<file path="config.mk">
export PLATFORM = sky130hd
export DESIGN_NAME = mskand_hpc2_sched
export DESIGN_NICKNAME = d
export VERILOG_FILES = /design/src/rtl/mskand_hpc2_sched_pkg.sv /design/src/rtl/MSKand_hpc2_cross.sv /design/src/rtl/mskand_share_fifo.sv /design/src/rtl/mskand_share_fifo_chk.sv /design/src/rtl/mskand_hpc2_sched.sv
export SDC_FILE = /design/constraint.sdc
export NUM_CORES = 1
export LEC_CHECK = 0
export CELL_PAD_IN_SITES_DETAIL_PLACEMENT = 1
export CELL_PAD_IN_SITES_GLOBAL_PLACEMENT = 2
export CORE_UTILIZATION = 39
export DETAILED_ROUTE_END_ITERATION = 10
export GPL_TIMING_DRIVEN = 0
export HOLD_SLACK_MARGIN = 0.15
export PLACE_DENSITY_LB_ADDON = 0.1
export SKIP_LAST_GASP = 1
export SYNTH_ARGS = -nofsm -noshare
export SYNTH_HDL_FRONTEND = slang
export SYNTH_HIERARCHICAL = 1
export SYNTH_SLANG_ARGS = --single-unit
export TNS_END_PERCENT = 1
</file>
<file path="constraint.sdc">
create_clock -name clk -period 3.8 [get_ports clk]
set_input_delay 0.57 -clock clk [delete_from_list [all_inputs] [get_ports clk]]
set_output_delay 0.57 -clock clk [all_outputs]
set_load 0.05 [all_outputs]
</file>
<file path="src/rtl/mskand_hpc2_sched_pkg.sv">
// Shared HPC2 helpers: randomness width per gadget and the mapping from a
// share pair (i<j) to its randomness bit.
package mskand_hpc2_sched_pkg;

  function automatic int hpc2rnd(input int d);
    return (d * (d - 1)) / 2;
  endfunction

  // Row-major index of pair (i,j), i<j, in the upper triangle.
  function automatic int pair_idx(input int i, input int j, input int d);
    return (i * d) - ((i * (i + 1)) / 2) + (j - i - 1);
  endfunction

endpackage

</file>
<file path="src/rtl/MSKand_hpc2_cross.sv">
// HPC2 masked AND, cross-term form: inb/rnd enter at cycle t, ina at t+1,
// out_c valid at t+2. have_inner=1 adds the a_i&b_i terms.
module MSKand_hpc2_cross
  import mskand_hpc2_sched_pkg::*;
#(
  parameter int d          = 2,
  parameter int have_inner = 0
) (
  input  logic                    clk,
  input  logic [d-1:0]            ina,
  input  logic [d-1:0]            inb,
  input  logic [hpc2rnd(d)-1:0]   rnd,
  output logic [d-1:0]            out_c
);

  logic [d-1:0][d-1:0] r_d, r_q, br_d, br_q, nr_d, nr_q, ar_d, ar_q;
  logic [d-1:0]        b_d, b_q, ab_d, ab_q;

  // Stage 1 masks b_j with r_ij; stage 2 multiplies by a_i once the b side is registered.
  always_comb begin
    r_d  = '0;
    br_d = '0;
    nr_d = '0;
    ar_d = '0;
    for (int i = 0; i < d; i++) begin
      for (int j = 0; j < d; j++) begin
        if (i != j) begin
          r_d[i][j]  = rnd[pair_idx((i < j) ? i : j, (i < j) ? j : i, d)];
          br_d[i][j] = inb[j] ^ rnd[pair_idx((i < j) ? i : j, (i < j) ? j : i, d)];
          nr_d[i][j] = ~ina[i] & r_q[i][j];
          ar_d[i][j] = ina[i] & br_q[i][j];
        end else begin
          r_d[i][j]  = 1'b0;
          br_d[i][j] = 1'b0;
          nr_d[i][j] = 1'b0;
          ar_d[i][j] = 1'b0;
        end
      end
    end
    b_d  = inb;
    ab_d = (have_inner != 0) ? (ina & b_q) : '0;
  end

  always_ff @(posedge clk) begin
    r_q  <= r_d;
    br_q <= br_d;
    nr_q <= nr_d;
    ar_q <= ar_d;
    b_q  <= b_d;
    ab_q <= ab_d;
  end

  // Diagonal terms are held at zero, so every row can be folded unconditionally.
  always_comb begin
    out_c = ab_q;
    for (int i = 0; i < d; i++) begin
      for (int j = 0; j < d; j++) begin
        out_c[i] = out_c[i] ^ ar_q[i][j] ^ nr_q[i][j];
      end
    end
  end

endmodule

</file>
<file path="src/rtl/mskand_share_fifo.sv">
// Register-array share FIFO; each share bit is its own flop and the muxes
// are steered only by the pointers. Reset clears pointers and count only.
module mskand_share_fifo #(
  parameter int W     = 2,
  parameter int DEPTH = 4,
  localparam int PW   = (DEPTH > 1) ? $clog2(DEPTH) : 1,
  localparam int CW   = $clog2(DEPTH + 1)
) (
  input  logic          clk,
  input  logic          rst_n,
  input  logic          push,
  input  logic [W-1:0]  push_data,
  input  logic          pop,
  output logic [W-1:0]  pop_data,
  output logic [CW-1:0] count
);

  logic [DEPTH-1:0][W-1:0] mem_d, mem_q;
  logic [PW-1:0]           wr_d, wr_q, rd_d, rd_q;
  logic [CW-1:0]           cnt_d, cnt_q;

  always_comb begin
    mem_d = mem_q;
    wr_d  = wr_q;
    rd_d  = rd_q;
    if (push) begin
      mem_d[wr_q] = push_data;
      wr_d        = (wr_q == PW'(DEPTH - 1)) ? '0 : wr_q + 1'b1;
    end else begin
      wr_d = wr_q;
    end
    if (pop) begin
      rd_d = (rd_q == PW'(DEPTH - 1)) ? '0 : rd_q + 1'b1;
    end else begin
      rd_d = rd_q;
    end
    cnt_d = cnt_q + CW'(push) - CW'(pop);
  end

  always_ff @(posedge clk) begin
    if (!rst_n) begin
      wr_q  <= '0;
      rd_q  <= '0;
      cnt_q <= '0;
    end else begin
      wr_q  <= wr_d;
      rd_q  <= rd_d;
      cnt_q <= cnt_d;
    end
  end

  always_ff @(posedge clk) begin
    mem_q <= mem_d;
  end

  assign pop_data = mem_q[rd_q];
  assign count    = cnt_q;

  mskand_share_fifo_chk #(.CW(CW), .DEPTH(DEPTH)) u_chk (
    .clk   (clk),
    .rst_n (rst_n),
    .push  (push),
    .count (cnt_q)
  );

endmodule

</file>
<file path="src/rtl/mskand_share_fifo_chk.sv">
// Simulation checker for the share FIFO: a push must never meet a full FIFO.
module mskand_share_fifo_chk #(
  parameter int CW    = 3,
  parameter int DEPTH = 4
) (
  input logic          clk,
  input logic          rst_n,
  input logic          push,
  input logic [CW-1:0] count
);

  a_no_full_push: assert property (@(posedge clk) disable iff (!rst_n)
    push |-> (count != CW'(DEPTH)))
    else $error("share fifo: push while full");

endmodule

</file>
<file path="src/rtl/mskand_hpc2_sched.sv">
// Valid/ready sequencer around MSKand_hpc2_cross: skews ina by one cycle,
// pairs each op with one randomness word and buffers results in a share FIFO.
module mskand_hpc2_sched
  import mskand_hpc2_sched_pkg::*;
#(
  parameter int d          = 2,
  parameter int have_inner = 0,
  parameter int DEPTH      = 4
) (
  input  logic                  clk,
  input  logic                  rst_n,
  input  logic                  in_valid,
  output logic                  in_ready,
  input  logic [d-1:0]          in_a,
  input  logic [d-1:0]          in_b,
  input  logic                  rnd_in_valid,
  output logic                  rnd_in_ready,
  input  logic [hpc2rnd(d)-1:0] rnd_in,
  output logic                  out_valid,
  input  logic                  out_ready,
  output logic [d-1:0]          out_c
);

  localparam int OW = $clog2(DEPTH + 1);

  logic [OW-1:0]         occ_d, occ_q, fifo_cnt_s;
  logic [1:0]            vpipe_d, vpipe_q;
  logic [d-1:0]          a_d, a_q, inb_s, gad_c_s;
  logic [hpc2rnd(d)-1:0] rnd_s;
  logic                  en_d, en_q, space_s, accept_s, pop_s;

  // en_q keeps both readies low for the first cycle after reset as well.
  always_comb begin
    en_d         = 1'b1;
    space_s      = en_q & (occ_q < OW'(DEPTH));
    in_ready     = rnd_in_valid & space_s;
    rnd_in_ready = in_valid & space_s;
    accept_s     = in_valid & rnd_in_valid & space_s;
    pop_s        = out_valid & out_ready;
    occ_d        = occ_q + OW'(accept_s) - OW'(pop_s);
    vpipe_d      = {vpipe_q[0], accept_s};
    a_d          = accept_s ? in_a : '0;
    inb_s        = accept_s ? in_b : '0;
    rnd_s        = accept_s ? rnd_in : '0;
  end

  always_ff @(posedge clk) begin
    if (!rst_n) begin
      occ_q   <= '0;
      vpipe_q <= '0;
      en_q    <= 1'b0;
    end else begin
      occ_q   <= occ_d;
      vpipe_q <= vpipe_d;
      en_q    <= en_d;
    end
  end

  always_ff @(posedge clk) begin
    a_q <= a_d;
  end

  MSKand_hpc2_cross #(.d(d), .have_inner(have_inner)) u_gadget (
    .clk   (clk),
    .ina   (a_q),
    .inb   (inb_s),
    .rnd   (rnd_s),
    .out_c (gad_c_s)
  );

  mskand_share_fifo #(.W(d), .DEPTH(DEPTH)) u_fifo (
    .clk       (clk),
    .rst_n     (rst_n),
    .push      (vpipe_q[1]),
    .push_data (gad_c_s),
    .pop       (pop_s),
    .pop_data  (out_c),
    .count     (fifo_cnt_s)
  );

  assign out_valid = (fifo_cnt_s != '0);

endmodule

</file>
# After elaboration in Yosys (flattened, before gate mapping)
# Cells that the tools add are included.
[classes]
addsub = 6
n_mul = 0
div = 0
n_lt_le_gt_ge = 4
eq_ne = 2
shifts = 0
muxes = 10
bitwise_logic = 16
n_reduce_logical = 2
[op_table]
columns = ["operator", "n"]
rows = [
  ["$and 1x1->1", 10],
  ["$mux 2", 5],
  ["$bwmux 8", 1],
  ["$add 3x1->3", 2],
  ["$lt 2x3->1 const B", 2],
  ["$sub 3x1->3", 2],
  ["$add 2x1->2 const B", 2],
  ["$bmux 2 s2", 1],
  ["$demux 2 s2", 1],
  ["$eq 2x2->1 const B", 2],
  ["$xor 1x1->1", 4],
  ["$lt 3x3->1 const B", 1],
  ["$reduce_bool 3->1", 1],
  ["$ge 2x1->1 const B", 1],
  ["$mux 1", 2],
  ["$not 1->1", 2],
  ["$logic_and 1x1->1", 1],
]
[totals]
register_bits = 30
latch_bits = 0
ramBits = 0
rom_bits = 0
out_inout_bits = 5
mem_count = 0

# Longest topological paths before layout
[depth]
depth_word = 5
depth_mapped = 7
mapped_depth_nobuf = 7

# Hierarchy
# The synthesis kept the hierarchy.
[modules_own_cells]
columns = ["module", "instances", "cells_each", "area_per_inst_um2", "seq_area_each_um2"]
rows = [
  ["mskand_share_fifo", 1, 50, 695.7, 380.4],
  ["mskand_hpc2_sched", 1, 30, 346.6, 160.2],
  ["MSKand_hpc2_cross", 1, 15, 200.2, 140.1],
]

# Worst setup path before layout
# OpenSTA, ideal clock, no wires.
[synth_timing]
path_type = "input to register"
from = "in rnd_in_valid"
to = "reg occ_q[2]"
arrival_time_ps = 2047
required_time_ps = 3685
path_slack_ps = 1638
stages = 7
n_path_buf = 1
path_cell_list = "and4b_1 > clkbuf_2 > xor2_1 > ha_1 > fa_1 > xnor3_1 > and2_1"
[synth_via]
elab_chain_cells = 4
[synth_rtl]
columns = ["item", "line", "source"]
rows = [
  ["from (decl)", "mskand_hpc2_sched.sv:16", "input logic rnd_in_valid,"],
  ["$and 1x1->1 (2 in series)", "mskand_hpc2_sched.sv:38", "accept_s = in_valid & rnd_in_valid & space_s;"],
  ["$add 3x1->3", "mskand_hpc2_sched.sv:40", "occ_d = occ_q + OW'(accept_s) - OW'(pop_s);"],
  ["$sub 3x1->3", "mskand_hpc2_sched.sv:40", ""],
  ["to (signal assigned)", "mskand_hpc2_sched.sv:49", "occ_q <= '0;"],
  ["to (signal assigned)", "mskand_hpc2_sched.sv:53", "occ_q <= occ_d;"],
  ["to (decl)", "mskand_hpc2_sched.sv:26", "logic [OW-1:0] occ_d, occ_q, fifo_cnt_s;"],
]
# No other way between the ends.
# A chain may end at the register's enable or synchronous reset.

# Worst setup path in the final report
[layout_timing]
from = "in rnd_in_valid"
to = "out in_ready"
[layout_via]
elab_chain_cells = 1
[layout_rtl]
columns = ["item", "line", "source"]
rows = [
  ["$and 1x1->1", "mskand_hpc2_sched.sv:36", "in_ready = rnd_in_valid & space_s;"],
  ["to (decl)", "mskand_hpc2_sched.sv:13", "output logic in_ready,"],
]
# No other way between the ends.

==> results.sh <==
export IMPL_finalHoldViolCount=0
export IMPL_tritoncts="done"
export IMPL_clock_path_buffers=2
export IMPL_io_pins=15
export IMPL_place_gp_congestion=0.628
export IMPL_drtIter0Drc=16
export IMPL_grtUsageMet1=0.138
export IMPL_yosysUniqueCellTypes=22
export IMPL_grt_usage=0.140
export IMPL_slew_headroom=0.664
export IMPL_internal_power_uw=608
export IMPL_cp_num_buf_inv=2
export IMPL_ir_drop_mv=0.375
export IMPL_ys_flop_type="dfxtp_1"
export IMPL_yosys_warnings=6
export IMPL_r2r_slack_ps=1600
export IMPL_rsz0062_at_grt="no"
export IMPL_cts_root_buf="clkbuf_4"
export IMPL_cp_slowest_stage_delay_ps=800
export IMPL_clk_latency_ps=310
export IMPL_coreArea_um2=3030
export IMPL_power_density_nw_per_um2=591
export IMPL_yosys_top_cells_count="22 x dfxtp_1, 18 x and2_1, 8 x edfxtp_1, 8 x ha_1, 8 x inv_1"
export IMPL_grt_max_degree=10
export IMPL_die_area_um2=3420
export IMPL_die_h_um=58.4
export IMPL_p_seq_frac=0.455
export IMPL_initial_core_util=0.410
export IMPL_path_clk_slew_ps=80
export IMPL_totalWireLength_um=1850
export IMPL_netSwitchingPower_uw=269
export IMPL_n_antenna_cell=0
export IMPL_grt_busiest_layer="met2"
export IMPL_critical_path_top_delay_family="buffers and inverters"
export IMPL_path_cells="clkdlybuf4s50_1 > and3b_2 > clkdlybuf4s50_1"
export IMPL_crit_arrival_ps=2030
export IMPL_htreeDepth=2
export IMPL_finalSetupViolations=0
export IMPL_drc_errors=0
export IMPL_crit_path_max_fanout=2
export IMPL_finClkSkew_ps=3.34
export IMPL_io_buffers=14
export IMPL_die_x_um=58.4
export IMPL_yosys_cell_count_top_type="dfxtp_1"
export IMPL_synth_seq_cells=30
export IMPL_tightestPinTransition_ps=502
export IMPL_ctsResizeCount=0
export IMPL_fin_hold_ws_ps=406
export IMPL_syn_inst=95
export IMPL_cts_sinks=30
export IMPL_yosysTopAreaCellShare=0.354
export IMPL_fmax_ghz=0.385
export IMPL_avgViaCountPerCell=4.52
export IMPL_area_growth_pct=19.3
export IMPL_vias=723
export IMPL_crit_path_end_kind="primary output"
export IMPL_final_antenna_net_count=0
export IMPL_power_leakage_nw=0.638
export IMPL_wl_per_cell_um=11.6
export IMPL_multi_input_area_um2=527
export IMPL_drt_first_pass_iters=2
export IMPL_fin_tns_setup_ps=0
export IMPL_drive_above_1_share=0.0948
export IMPL_synth_area_leaders="dfxtp_1 35%, edfxtp_1 19%, and2_1 9.1%"
export IMPL_avgSynthCellArea_um2=13.1
export IMPL_run_status="finished clean"
export IMPL_crit_type="in -> out"
export IMPL_post_cts_buffers=0
export IMPL_yosysSeqAreaShare=0.548
export IMPL_syn_nets=115
export IMPL_regArea_um2=681
export IMPL_hold_path_class="reg -> reg"
export IMPL_drv_cap=0
export IMPL_fillers=343
export IMPL_rows=20
export IMPL_synth_top_cell_by_area="dfxtp_1"
export IMPL_fin_nets=136
export IMPL_synth_edff_count=8
export IMPL_p_sw_frac=0.307
export IMPL_fin_crit_ps=2600
export IMPL_grtUsageMet3=0.0462
export IMPL_finalMaxSlewViolations=0
export IMPL_grt_pass1_wl_um=3370
export IMPL_overflow=0
export IMPL_fin_crit_sh=0.684
export IMPL_dp_hpwl_um=1530
export IMPL_worst_endpoint_required_ps=3230
export IMPL_comb_power_share=0.362
export IMPL_async_flop_share=0
export IMPL_cts_buffers=5
export IMPL_worstSetupStartpointType="input port"
export IMPL_post_cts_hold_buffer_count=0
export IMPL_use_met2=0.256
export IMPL_grt_pass1_vias=760
export IMPL_crit_top_cell="clkdlybuf4s50_1"
export IMPL_power_frac_clock=0.183
export IMPL_antenna_found_initial=0
export IMPL_syn_area_um2=1240
export IMPL_crit_path_top_delay_cell="clkdlybuf4s50_1"
## power groups by stage
stage,clock (mW),combinational [mW],sequential (mW)
2_1_floorplan,0,0.249,0.398
3_3_place_gp,0,0.308,0.405
3_5_place_dp,0,0.321,0.409
4_1_cts,0.171,0.324,0.401
5_1_grt,0.187,0.350,0.407
6_report,0.161,0.317,0.399
## area by class of cell
type / count / area share
clock buffer: 7 / 0.0304
buffer: 1 / 0.00338
tap: 44 / 0.0371
sequential: 30 / 0.459
timing repair buffer: 14 / 0.0945
inverter: 8 / 0.0203
multi-input combinational: 56 / 0.355
## metal layers
layer	vias up	wire [um]	part of all wire
li1	354	-	-
met3	5	78	0.042
met2	17	1010	0.55
met5	-	0	0
met1	347	726	0.39
met4	0	36	0.019
## flip-flops by register name, indices dropped and copies added (netlist names)
register and flops:
u_fifo/mem_q 8, occ_q 3, u_gadget/nr_q 2, u_gadget/r_q 1, en_q 1, vpipe_q 2
u_gadget/br_q 2, a_q 2, u_gadget/ar_q 2, u_fifo/wr_q 2, u_fifo/count 3, u_fifo/rd_q 2
## worst reg2reg max path, stage by stage, from the launching register on
cell and delay (ps):
dfxtp_1 340, o31a_1 410, ha_1 320, inv_1 40
ha_1 190, fa_1 390, xor3_1 350, nor2_1 90
## path summary, 6_finish.rpt
check,startpoint,endpoint,cells after the start
worst max register to register,u_fifo/count[1],u_fifo/count[2],7
worst min register to register,a_q[1],u_gadget/nr_q[2],1
worst max-delay path,rnd_in_valid,in_ready,3
worst min-delay path,a_q[1],u_gadget/nr_q[2],1
## cells in the final DEF (no fill, tap or decap)
cell type and instances:
nor2_1 3, inv_1 8, fa_1 2, or3b_1 2, clkbuf_2 1, nor2b_1 2
and4b_1 1, xor3_1 1, clkbuf_4 5, clkbuf_1 2, clkdlybuf4s50_1 14, ha_1 8
mux4_2 2, and3b_2 2, xor2_1 5, o31a_1 1, nand2b_1 3, and2_1 18
a21oi_1 1, dfxtp_1 22, a21oi_2 1, edfxtp_1 8, mux2i_1 2, or3_1 1
xnor3_1 1
## logic make-up (layout without fill, tap and decap cells)
group                      count (synthesis)  in the layout  share of synthesized area
DFF                                       30             30                      0.548
buffers and inverters                      9             30                     0.0282
AOI/OAI and AO/OA                          3              3                     0.0181
and+or+nand+nor                           32             32                      0.168
adders and majority gates                 10             10                      0.113
muxes                                      4              4                     0.0524
xor gates and xnor gates                   7              7                     0.0725
## per-stage QoR
stage                     power [mW]  cells   util  setup slack [ps]  cell area [um2]
final                          0.877    160  0.490              1200             1480
after global placement         0.713    153  0.475              1140             1440
after detailed placement       0.730    153  0.475              1060             1440
after CTS                      0.896    160  0.490              1190             1480
after global routing           0.943    160  0.490              1130             1480
after floorplan                0.647     95      -              1640             1240
(Power assumes the default switching activity.)
